### src/rtl/corr_pkt_framer.sv
// ---------------------------------------------------------------------------
// corr_pkt_framer
//
// Pops 5-byte correlator packets from the packet FIFO and re-emits each one as
// a 7-byte framed record on a valid/ready byte stream:
//    SYNC_BYTE, payload[0..PKT_LEN-1], checksum
// The checksum is chosen so that the payload bytes plus the checksum add up
// to zero (mod 256). Payload byte 0 is the window number. Each window number
// is checked against the previous one, and discontinuities are counted in a
// saturating 8-bit sequence-error counter.
//
// Ports
//    i_clk         clock
//    i_rst_n       asynchronous active-low reset
//    i_cg          clock-gate enable; when low every register holds and no pop
//    i_flush       synchronous abort (shared with the FIFO flush)
//    i_enable      allows a new record to start (sampled only while idle)
//    i_fifo_data   FIFO head byte
//    i_fifo_empty  FIFO empty
//    o_fifo_pop    pop the FIFO head this cycle (combinational)
//    o_data        stream byte (registered)
//    o_valid       stream valid (registered)
//    i_ready       stream ready
//    o_busy        a record is in progress (combinational, state != IDLE)
//    o_nSeqErr     saturating count of window-number sequence errors
// ---------------------------------------------------------------------------
module corr_pkt_framer #(
   parameter logic [7:0] SYNC_BYTE = 8'hA5,
   parameter int         PKT_LEN   = 5
) (
   input  logic       i_clk,
   input  logic       i_rst_n,
   input  logic       i_cg,
   input  logic       i_flush,
   input  logic       i_enable,
   input  logic [7:0] i_fifo_data,
   input  logic       i_fifo_empty,
   output logic       o_fifo_pop,
   output logic [7:0] o_data,
   output logic       o_valid,
   input  logic       i_ready,
   output logic       o_busy,
   output logic [7:0] o_nSeqErr
);

   localparam logic [2:0] LAST_IDX = 3'(PKT_LEN - 1);

   typedef enum logic [1:0] {
      IDLE  = 2'd0,
      BODY  = 2'd1,
      CKSUM = 2'd2
   } state_t;

   state_t     stateReg,   stateNext;
   logic [2:0] idxReg,     idxNext;
   logic [7:0] sumReg,     sumNext;
   logic [7:0] lastWinReg, lastWinNext;
   logic       haveLastReg, haveLastNext;
   logic [7:0] nSeqErrReg, nSeqErrNext;
   logic [7:0] dataReg,    dataNext;
   logic       validReg,   validNext;

   // The single output stage can take a new byte when it is empty or when its
   // current byte leaves this cycle.
   logic canLoad;
   logic popNow;
   logic seqBreak;

   assign canLoad = !validReg || i_ready;

   // A window number is in sequence only when it is exactly one more than the
   // previous one; the 8-bit add makes FF -> 00 a legal step.
   assign seqBreak = haveLastReg && (i_fifo_data != 8'(lastWinReg + 8'd1));

   // -------------------------------------------------------------------------
   // State register
   // -------------------------------------------------------------------------
   always_ff @(posedge i_clk or negedge i_rst_n) begin
      if (!i_rst_n) begin
         stateReg    <= IDLE;
         idxReg      <= 3'd0;
         sumReg      <= 8'd0;
         lastWinReg  <= 8'd0;
         haveLastReg <= 1'b0;
         nSeqErrReg  <= 8'd0;
         dataReg     <= 8'd0;
         validReg    <= 1'b0;
      end else begin
         stateReg    <= stateNext;
         idxReg      <= idxNext;
         sumReg      <= sumNext;
         lastWinReg  <= lastWinNext;
         haveLastReg <= haveLastNext;
         nSeqErrReg  <= nSeqErrNext;
         dataReg     <= dataNext;
         validReg    <= validNext;
      end
   end

   // -------------------------------------------------------------------------
   // Next-state logic
   // -------------------------------------------------------------------------
   always_comb begin
      stateNext    = stateReg;
      idxNext      = idxReg;
      sumNext      = sumReg;
      lastWinNext  = lastWinReg;
      haveLastNext = haveLastReg;
      nSeqErrNext  = nSeqErrReg;
      dataNext     = dataReg;
      validNext    = validReg;

      if (!i_cg) begin
         // Gated: everything holds.
      end else if (i_flush) begin
         // Abort the record and forget the last window: the FIFO is being
         // flushed at the same time, so continuity is meaningless afterwards.
         // The error count survives.
         stateNext    = IDLE;
         validNext    = 1'b0;
         idxNext      = 3'd0;
         sumNext      = 8'd0;
         haveLastNext = 1'b0;
      end else begin
         unique case (stateReg)
            IDLE: begin
               if (i_enable && !i_fifo_empty && canLoad) begin
                  dataNext  = SYNC_BYTE;
                  validNext = 1'b1;
                  sumNext   = 8'd0;
                  idxNext   = 3'd0;
                  stateNext = BODY;
               end else if (canLoad) begin
                  validNext = 1'b0;
               end
            end

            BODY: begin
               if (popNow) begin
                  dataNext  = i_fifo_data;
                  validNext = 1'b1;
                  sumNext   = sumReg + i_fifo_data;
                  idxNext   = idxReg + 3'd1;
                  if (idxReg == 3'd0) begin
                     if (seqBreak && nSeqErrReg != 8'hFF) begin
                        nSeqErrNext = nSeqErrReg + 8'd1;
                     end
                     lastWinNext  = i_fifo_data;
                     haveLastNext = 1'b1;
                  end
                  if (idxReg == LAST_IDX) begin
                     stateNext = CKSUM;
                  end
               end else if (canLoad) begin
                  // FIFO ran dry mid-packet: emit a bubble and wait.
                  validNext = 1'b0;
               end
            end

            CKSUM: begin
               if (canLoad) begin
                  dataNext  = 8'h00 - sumReg;
                  validNext = 1'b1;
                  stateNext = IDLE;
               end
            end

            default: begin
               stateNext = IDLE;
               validNext = 1'b0;
            end
         endcase
      end
   end

   // -------------------------------------------------------------------------
   // Output logic
   // -------------------------------------------------------------------------
   always_comb begin
      popNow = i_cg && !i_flush && (stateReg == BODY) && !i_fifo_empty && canLoad;
   end

   assign o_fifo_pop = popNow;
   assign o_busy     = (stateReg != IDLE);
   assign o_data     = dataReg;
   assign o_valid    = validReg;
   assign o_nSeqErr  = nSeqErrReg;

endmodule

### config.mk
export PLATFORM = sky130hd
export DESIGN_NAME = corr_pkt_framer
export DESIGN_NICKNAME = d
export VERILOG_FILES = /design/src/rtl/corr_pkt_framer.sv
export SDC_FILE = /design/constraint.sdc
export NUM_CORES = 1
export LEC_CHECK = 0
export ABC_CLOCK_PERIOD_IN_PS = 2210
export BUFFER_PORTS_ARGS = -buffer_cell sky130_fd_sc_hd__buf_2
export CORE_ASPECT_RATIO = 1.2
export CORE_MARGIN = 4
export CORE_UTILIZATION = 52
export DETAILED_ROUTE_END_ITERATION = 10
export PLACE_DENSITY_LB_ADDON = 0.08
export SYNTH_ARGS = -nofsm -noshare
export SYNTH_HDL_FRONTEND = slang
export SYNTH_SLANG_ARGS = --single-unit
### constraint.sdc
create_clock -name i_clk -period 2.21 [get_ports i_clk]
set_input_delay 0.442 -clock i_clk [delete_from_list [all_inputs] [get_ports i_clk]]
set_output_delay 0.442 -clock i_clk [all_outputs]
set_load 0.05 [all_outputs]
# Word-level counts from Yosys, hierarchy flattened
# Cells that the tools add are included.
[totals]
reg_bits = 39
in_bits = 15
output_inout_bits = 19
wordCells = 81
[classes]
n_addsub = 5
n_eq_ne = 12
muxes = 28
bitwise = 1
n_reduce_logical = 27
[ops]
columns = ["operator", "n"]
rows = [
  ["$mux 8", 6],
  ["$pmux 8 s3", 1],
  ["$add 8x1->8 const B", 2],
  ["$pmux 8 s2", 1],
  ["$ne 3x3->1 const B", 4],
  ["$reduce_and 6->1", 2],
  ["$mux 2", 5],
  ["$reduce_and 5->1", 2],
  ["$mux 1", 9],
  ["$mux 3", 3],
  ["$add 8x8->8", 1],
  ["$logic_and 1x1->1", 8],
  ["$ne 8x8->1", 1],
  ["$ne 8x8->1 const B", 1],
  ["$reduce_and 4->1", 2],
  ["$reduce_bool 2->1", 4],
  ["$sub 1x8->8 const A", 1],
  ["$ne 2x2->1 const B", 3],
  ["$pmux 2 s3", 1],
  ["$pmux 3 s2", 1],
  ["$reduce_bool 3->1", 2],
  ["$add 3x1->3 const B", 1],
  ["$eq 3x3->1 const B", 1],
  ["$logic_not 1->1", 3],
  ["8 further kinds", 8],
]

# Depth between registers and ports, before layout
# Gate-level depths: netlist of the first run.
[depth]
word_depth = 8
ltp_mapped = 10
depth_no_buf = 9

# Worst setup path after synthesis of the first run
# No wires, ideal clock.
[synth_path]
path_type = "register to register"
from = "register validReg, in the netlist o_valid"
to = "register nSeqErrReg[1], in the netlist o_nSeqErr[1]"
setup_time_ps = 125
t_arrival_ps = 2601
required_ps = 2085
path_slack_ps = -516
stages_incl_launch_ff = 10
path_buffers = 2
period_less_slack_ps = 2726
cell_sequence = "dfrtp_1 -> nor2b_4 -> buf_6 -> or4b_4 -> inv_2 -> nand3b_2 -> buf_6 -> nor3_4 -> o21a_4 -> mux2_4"
[synth_via]
elab_chain_len = 4
[synth_lines]
columns = ["item", "line_no", "source"]
rows = [
  ["start, declared", "61", "logic validReg, validNext;"],
  ["start signal, assigned", "96", "validReg <= validNext;"],
  ["$logic_not 1->1", "69", "assign canLoad = !validReg || i_ready;"],
  ["$logic_or 1x1->1", "69", ""],
  ["$logic_and 1x1->1", "180", "popNow = i_cg && !i_flush && (stateReg == BODY) && !i_fifo_empty && canLoad;"],
  ["net o_fifo_pop", "38", "output logic o_fifo_pop,"],
  ["$reduce_and 6->1 (no source line)", "--", ""],
  ["end signal, assigned", "94", "nSeqErrReg <= nSeqErrNext;"],
  ["end, declared", "59", "logic [7:0] nSeqErrReg, nSeqErrNext;"],
]
# The timed path passes the listed nets, and every way through them passes these cells.
# A chain may end at the register's enable or synchronous reset.

# Worst setup path after layout of the first run
[layout_path]
from = "register stateReg[1]"
to = "output port o_fifo_pop"
[layout_via]
elab_chain_len = 4
[layout_lines]
columns = ["item", "line_no", "source"]
rows = [
  ["start, declared", "54", "state_t stateReg, stateNext;"],
  ["start signal, assigned", "89", "stateReg <= stateNext;"],
  ["$eq 2x1->1", "180", ""],
  ["$logic_and 1x1->1 (3 in a row)", "180", ""],
  ["end, declared", "38", ""],
]
# Every way passes these cells.

==> Implementation_results.wiki, run 1 <==
{| class="wikitable"
! Metric !! Value
|-
| Global-route wire length before repair || 10400 µm
|-
| Fraction of layout cells with a size suffix above 1 || 30.7%
|-
| Wire length per cell after detailed routing || ~16 µm
|-
| Setup_tns || 0 ps
|-
| Overall die area || 0.00614 mm²
|-
| Crit-path max cell delay || 540 ps
|-
| Int Pwr || 2.00 mW
|-
| Clock transition time at the flip-flop clock pins of the worst setup and hold paths || around 90 ps
|-
| R2R Setup Slk || 80 ps
|-
| Switching Share || 42.8%
|-
| Number of violations of the max-capacitance limit || 0
|-
| Number of buffer and inverter stages on the critical path || 3
|-
| Remaining number of nets flagged by the antenna check after routing || 0
|-
| Final critical delay including setup and external delays || ~2200 ps
|-
| Num Clock Sinks || 39
|-
| Warnings from Yosys || 0
|-
| Data required time of the critical path || approximately 1800 ps
|-
| Sum of net half-perimeters after detailed placement || ~4600 µm
|-
| Gate count after technology mapping || 258
|-
| Antenna violations before repair || 0
|-
| Highest-count cells in the layout ignoring fill and taps || dfrtp_1 (38), buf_2 (32), buf_4 (25), nand2_1 (22), xnor2_1 (22)
|-
| Gate power share || 51.7%
|-
| Endpoint class of the critical path || primary output
|-
| P&R area growth vs syn || 24.1%
|-
| Netlist area before placement || ~0.0026 mm²
|-
| Power per Cell Area || ~1100 mW/mm²
|-
| Die Span X || 72.2 µm
|-
| Io pins || 34
|-
| Async set-or-reset flop fraction in the synthesized netlist || between 90% and 100%
|-
| Reg2Reg Capture Point || o_nSeqErr[1]$_DFFE_PN0P_
|-
| Flip-flop cell with the highest count after synthesis || dfrtp_1
|-
| Number of vias in the routed layout || approximately 2200
|-
| Number of synthesized flops with an enable pin || 0
|-
| Critical path startpoint category || flip-flop
|-
| Maximum operating frequency || 463 MHz
|-
| Floorplan row count || 27
|-
| CTS tree || yes
|-
| Net count after synthesis || slightly below 300
|-
| Post-detailed-routing wire length || ~6000 µm
|-
| CTS Buffer Depth || 2
|-
| Number of buffers created by CTS || 5
|-
| Class of the tightest hold or removal check || input port to asynchronous set/reset pin
|-
| Final global-route overflow total || 0
|-
| Setup repair after global routing missed its margin || true
|-
| Effective utilization at floorplan || approximately 55%
|-
| Total global routing track utilization || 21.3%
|-
| Weighted congestion reported at the end of routability-driven placement || 0.877
|-
| Clock root buffer master || clkbuf_8
|-
| Worst hold margin || 85.9 ps
|-
| Part of the total power dissipated in sequential elements || 31.0%
|-
| Number of diodes || 0
|-
| Total of endpoints with negative setup slack in the final report || 0
|-
| Core area || between 0.004 and 0.005 mm²
|-
| Crit path max-delay family || simple AND/OR/NAND/NOR gates
|-
| Synthesis-stage register bit count || 39
|-
| Largest net degree at the start of global routing || 22
|-
| Arrival time of data at the critical path endpoint || about 1700 ps
|-
| Final Hold Viols || 0
|-
| Final critical-path share of the clock period || 97.6%
|-
| Post-route core utilization || between 60% and 70%
|-
| Static Leakage || 1.49 nW
|-
| Worst clock skew on the final layout || 9.57 ps
|-
| Footprint of the multi-input gates || 0.00154 mm²
|-
| FF-to-FF path depth || 9
|-
| Worst supply voltage drop on vdd || 0.519 mV
|-
| Critical-path maximum fanout || 4
|-
| Filler cell count in the final layout || 388
|-
| Leading cell type in the layout, fill and taps excluded || dfrtp_1
|-
| Slowest stage cell on the critical path || or4b_4
|-
| Iter 0 DRT Violations || between 80 and 90
|-
| List of cells traversed by the critical path || inv_2 > ha_4 > nand2b_4 > or4b_4 > inv_8 > buf_8
|-
| Share of synthesized area occupied by flip-flops and latches || 38.0%
|-
| Insertion delay of the later-clocked pin in the worst-skew pair || 300 ps
|-
| First-pass iteration count of the detailed router || 4
|-
| Average instance area after synthesis || 9.96 µm²
|-
| Quantity of hold-fixing buffers added after cts || 0
|-
| Crit path launch || stateReg[1]$_DFFE_PN0P_
|-
| Fin. max-slew vios || 0
|-
| Result of the run || complete, no violations
|-
| Class of the most critical setup path || flip-flop to primary output
|-
| Worst flop-to-flop path startpoint || stateReg[1]$_DFFE_PN0P_
|-
| Storage cell area || just under 0.001 mm²
|-
| Number of distinct library cells after synthesis || 62
|-
| Via-per-instance ratio || around 5.7
|-
| Switching power of the nets || 1.50 mW
|-
| Worst Tran Pin Value || approximately 470 ps
|-
| Part of the total power dissipated in the clock network || 17.3%
|-
| H-tree level count || 2
|-
| Worst rel slew slack || 68.5%
|-
| Die H || 85.0 µm
|-
| Number of nets in the layout || around 350
|-
| Number of input and output port buffers inserted || 33
|-
| DRC violations left || 0
|-
| Number of global-route vias before repair || 2189
|}
per-layer routing:
metal / share of wire, % / track usage (%) / vias to the layer above
met5: 0 / 0 / -
met4: 1.7 / 6.50 / 0
met3: 4.7 / 3.67 / 9
met2: 51 / 35.1 / 53
met1: 43 / 28.3 / 1022
li1: - / - / 1079
area by class of cell:
cell class | count | share of cell area, %
timing repair buffer | 62 | 13.1
multi-input combinational | 196 | 48.3
clock buffer | 5 | 2.16
inverter | 17 | 2.24
clock inverter | 3 | 1.37
tap | 58 | 2.28
sequential | 39 | 30.6
repair_timing:
action,CTS,global route
buffers inserted,0,2
endpoints found under the setup margin,1,7
pin swaps,1,6
gates resized for setup,5,8
registers in the layout (all words and copies together) (netlist names):
name / cells
haveLastReg: 1
idxReg: 3
lastWinReg: 8
o_data: 8
o_nSeqErr: 8
o_valid: 1
stateReg: 2
sumReg: 8
metrics by stage:
step	instance area, µm²	cells	setup WS [ps]	power, mW
3_5_place_dp	3010	370	46.4	2.85
3_3_place_gp	3010	370	63.8	2.81
6_report	3190	380	52.5	3.50
4_1_cts	3140	378	2.47	3.48
2_1_floorplan	2590	258	-268	2.36
5_1_grt	3190	380	-30.3	3.75
cells in the mapped netlist (4+ instances only):
cell type / n / area [µm²]
nand3_1: 5 / 25.0
a22o_1: 6 / 52.6
and2_1: 4 / 25.0
clkbuf_1: 4 / 15.0
xnor2_1: 22 / 193
nand2_1: 22 / 82.6
o21ai_0: 13 / 65.1
dfrtp_1: 39 / 976
a21oi_1: 7 / 35.0
mux2_2: 9 / 101
a22oi_1: 4 / 30.0
ha_1: 16 / 200
nor2_1: 17 / 63.8
o211ai_1: 4 / 30.0
xor2_1: 6 / 52.6
inv_1: 16 / 60.1
worst max path at each step:
| stage | end | cells past startpoint |
|---|---|---|
| global route | o_nSeqErr[1]$_DFFE_PN0P_ | 9 |
| finish | o_fifo_pop | 6 |
| global placement | sumReg[7]$_DFFE_PN0P_ | 8 |
| CTS | o_fifo_pop | 6 |
| detailed placement | sumReg[7]$_DFFE_PN0P_ | 8 |
| floorplan | o_nSeqErr[1]$_DFFE_PN0P_ | 9 |
power by group through the flow:
stage	combinational [mW]	clock (mW)	sequential [mW]
after floorplan	1.05	0	1.31
after global placement	1.73	0	1.08
after detailed placement	1.76	0	1.09
after CTS	1.78	0.615	1.08
after global routing	1.99	0.646	1.11
final	1.81	0.605	1.08
cells by family (layout without fill, tap and decap cells):
logic type	Yosys count	in the layout	synth area share, %
simple gates	74	74	16.0
compound gates	66	66	19.1
flops	39	39	38.0
xor+xnor	28	28	9.54
buf+inv	23	87	3.94
fa+ha+maj	17	17	8.57
mux	11	11	4.92
Note: power is estimated with default switching activity, not from simulation.
==> run 2: changes to the inputs <==
ABC_AREA = 1   (was unset)
==> Implementation_results.wiki, run 2 <==
{| class="wikitable"
! Metric !! Value
|-
| Floorplan row count || 27 (unchanged)
|-
| Post-layout total power || 3.68 mW (+5.1%)
|-
| Io pins || 34 (unchanged)
|-
| Filler cell count in the final layout || 429 (+11%)
|-
| Sum of net half-perimeters after detailed placement || 4320 µm (-6.2%)
|-
| Adder-cell share of the synthesized area || 8.50% (-0.066 points)
|-
| DP Cell Count || 426 (+15%)
|-
| H-tree level count || 2 (unchanged)
|-
| Library cell with the largest summed area after synthesis || dfrtp_1
|-
| P&R area growth vs syn || 14.6%
|-
| Crit path launch || stateReg[1]$_DFFE_PN0P_
|-
| Number of vias in the routed layout || 2208 (+2.1%)
|-
| CTS Buffer Depth || 2 (unchanged)
|-
| Antenna violations before repair || 0 (unchanged)
|-
| Footprint of the multi-input gates || 0.00139 mm² (-9.4%)
|-
| Crit path max-delay family || buffers and inverters
|-
| Number of nets in the layout || 407 (+15%)
|-
| Highest-count cells in the layout ignoring fill and taps || nand2_1 (80), inv_1 (51), dfrtp_1 (38), buf_2 (32), nand3_1 (30)
|-
| Quantity of hold-fixing buffers added after cts || 0 (unchanged)
|-
| Worst Tran Pin Value || 497 ps (+24.2 ps)
|-
| Number of violations of the max-capacitance limit || 0 (unchanged)
|-
| Flip-flop cell with the highest count after synthesis || dfrtp_1
|-
| Average instance area after synthesis || 7.71 µm² (-23%)
|-
| Arrival time of data at the critical path endpoint || 1670 ps (-50 ps)
|-
| Number of distinct library cells after synthesis || 38 (-39%)
|-
| Xor/xnor cell area share of the yosys netlist || 5.41% (-4.1 points)
|-
| Critical path depth || 5 (-1)
|-
| Num Clock Sinks || 39 (unchanged)
|-
| Most used standard cells in the synthesized netlist || nand2_1 (80), inv_1 (51), dfrtp_1 (39), nand3_1 (30), o21ai_0 (24)
|-
| Die H || 85.3 µm (+0.35%)
|-
| R2R Setup Slk || 260 ps (+180 ps)
|-
| Fin. max-slew vios || 0 (unchanged)
|-
| Final critical delay including setup and external delays || 2110 ps (-49.2 ps)
|-
| Core area || 0.00470 mm² (unchanged)
|-
| Number of input and output port buffers inserted || 33 (unchanged)
|-
| Number of buffers created by CTS || 5 (unchanged)
|-
| Effective utilization at floorplan || 55.2% (+0.43 points)
|-
| Result of the run || complete, no violations
|-
| Crit-path max cell delay || 400 ps (-140 ps)
|-
| Share of synthesized cell area in and, or, nand and nor gates || 27.5% (+12 points)
|-
| Clock transition time at the flip-flop clock pins of the worst setup and hold paths || 80 ps (about the same)
|-
| Class of the tightest hold or removal check || input port to asynchronous set/reset pin
|-
| Total global routing track utilization || 19.1% (-2.2 points)
|-
| First-pass iteration count of the detailed router || 4 (unchanged)
|-
| Data required time of the critical path || 1770 ps (about the same)
|-
| Die Span X || 72.4 µm (+0.35%)
|-
| Iter 0 DRT Violations || 79 (-8.1%)
|-
| Fraction of layout cells with a size suffix above 1 || 16.5% (-14 points)
|-
| Weighted congestion reported at the end of routability-driven placement || 0.907 (+3.4%)
|-
| Overall die area || 0.00618 mm² (+0.70%)
|-
| Share of synthesized area spent on multiplexers || 0.435% (-4.5 points)
|-
| Worst hold margin || 188 ps (+102 ps)
|-
| Worst clock skew on the final layout || 8.74 ps (-0.830 ps)
|-
| Share of the synthesized area in compound gates (AO/OA/AOI/OAI) || 11.6% (-7.4 points)
|-
| FF-to-FF path depth || 11 (+2)
|-
| Final global-route overflow total || 0 (unchanged)
|-
| Leading cell type in the layout, fill and taps excluded || nand2_1
|-
| Area of placed instances || 0.00283 mm² (-6.0%)
|-
| Worst supply voltage drop on vdd || 0.584 mV (+13%)
|-
| Largest family of logic cells by synthesized area || simple AND/OR/NAND/NOR gates
|-
| Worst flop-to-flop path startpoint || stateReg[1]$_DFFE_PN0P_
|-
| CTS tree || yes
|-
| Storage cell area || 977 µm² (unchanged)
|-
| Global-route wire length before repair || 9470 µm (-8.9%)
|-
| Number of global-route vias before repair || 2107 (-3.7%)
|-
| Synthesis-stage register bit count || 39 (unchanged)
|-
| Power per Cell Area || 1240 mW/mm² (+13%)
|-
| Final cell count without fillers || 434 (+14%)
|-
| Number of diodes || 0 (unchanged)
|-
| Number of buffer and inverter stages on the critical path || 2 (-1)
|-
| Worst rel slew slack || 66.8% (-1.6 points)
|-
| Total of endpoints with negative setup slack in the final report || 0 (unchanged)
|-
| Gate count after technology mapping || 336 (+30%)
|-
| Final critical-path share of the clock period || 95.4% (-2.2 points)
|-
| DRC violations left || 0 (unchanged)
|-
| Netlist area before placement || 0.00259 mm² (+0.78%)
|-
| Static Leakage || 1.60 nW (+7.1%)
|-
| Setup repair after global routing missed its margin || true
|-
| Share of synthesized area occupied by flip-flops and latches || 37.7% (-0.29 points)
|-
| Class of the most critical setup path || flip-flop to primary output
|-
| Insertion delay of the later-clocked pin in the worst-skew pair || 290 ps (about the same)
|-
| Critical path startpoint category || flip-flop
|-
| Crit path capture || o_fifo_pop
|-
| Reg2Reg Capture Point || sumReg[6]$_DFFE_PN0P_
|-
| Post-route core utilization || 63.2% (-4.7 points)
|-
| Remaining number of nets flagged by the antenna check after routing || 0 (unchanged)
|-
| Critical-path maximum fanout || 8 (+4)
|-
| Slowest stage cell on the critical path || dfrtp_1
|-
| Endpoint class of the critical path || primary output
|-
| Final Hold Viols || 0 (unchanged)
|-
| List of cells traversed by the critical path || inv_1 > ha_2 > nand2_4 > nor3_4 > clkbuf_4
|-
| Number of setup buffers added after CTS || 0 (unchanged)
|-
| Largest net degree at the start of global routing || 40 (+82%)
|-
| Share of Yosys cell area claimed by the top area cell type || 37.7% (-0.29 points)
|-
| Wire length per cell after detailed routing || 12.6 µm (-21%)
|-
| Main area contributors after synthesis || dfrtp_1 (38%), nand2_1 (12%), ha_1 (7.7%)
|-
| Net count after synthesis || 368 (+27%)
|-
| Fin area || 0.00297 mm² (-6.9%)
|-
| Warnings from Yosys || 0 (unchanged)
|-
| Most frequently used cell type in the post-synthesis netlist || nand2_1
|-
| Maximum operating frequency || 474 MHz (+2.3%)
|-
| Post-detailed-routing wire length || 5490 µm (-9.8%)
|-
| Number of synthesized flops with an enable pin || 0 (unchanged)
|-
| Async set-or-reset flop fraction in the synthesized netlist || 100% (unchanged)
|-
| Via-per-instance ratio || 5.09 (-11%)
|-
| Clock root buffer master || clkbuf_8
|}
## run 2: changes by cell type in the layout (fill, tap and decap cells not counted), moves of 4 or more
cell / previous run / this run
o211ai_1: 4 / 0
mux2_2: 9 / 1
and2_1: 4 / 0
xnor2_1: 22 / 9
nand3_1: 5 / 30
nor2_1: 17 / 22
nand2_1: 22 / 80
o22ai_1: 2 / 7
buf_4: 25 / 3
inv_1: 15 / 51
o21ai_0: 13 / 24
## run 2: logic make-up after synthesis
group / Yosys count
xor gates and xnor gates: 16
buffers and inverters: 58
AOI/OAI and AO/OA: 52
DFF: 39
and+or+nand+nor: 153
muxes: 1
adders and majority gates: 17
## run 2: metal layers
metal / track usage [%] / vias to the layer above / wire length, µm
met5: 0 / - / 0
met4: 5.03 / 0 / 82
met3: 3.79 / 9 / 187
met2: 31.3 / 28 / 2630
met1: 25.6 / 1006 / 2600
li1: - / 1165 / -
## run 2: layout make-up
cell class              count  area share (%)
clock inverters             2            2.02
well taps                  58            2.44
repair buffers             36            6.41
flip-flops and latches     39            32.9
inverters                  54            6.83
multi-input cells         239            46.9
clock buffers               6            2.44
## run 2: what timing repair did
item	CTS	global route
endpoints found under the hold margin	0	0
gates resized for setup	1	2
endpoints found under the setup margin	1	8
## run 2: power by group
part,leakage (nW),internal [mW],switching [mW]
clock,0.0654,0.452,0.257
combinational,1.03,0.600,1.21
sequential,0.508,0.942,0.216
## run 2: worst min path at each step
stage / from / end / slack (ps) / depth (start not counted)
finish: i_rst_n / lastWinReg[2]$_DFFE_PN0P_ / 190 / 2
global route: i_rst_n / lastWinReg[2]$_DFFE_PN0P_ / 240 / 2
CTS: i_rst_n / lastWinReg[2]$_DFFE_PN0P_ / 210 / 2
detailed placement: o_nSeqErr[3]$_DFFE_PN0P_ / o_nSeqErr[3]$_DFFE_PN0P_ / 480 / 1
global placement: o_nSeqErr[3]$_DFFE_PN0P_ / o_nSeqErr[3]$_DFFE_PN0P_ / 470 / 1
floorplan: i_rst_n / haveLastReg$_DFFE_PN0P_ / 150 / 0
## run 2: per-stage QoR
stage	worst slack [ps]	setup TNS, ps
after floorplan	45.0	0
after global placement	196	0
after detailed placement	174	0
after CTS	52.6	0
after global routing	-3.77	-3.77
final	102	0
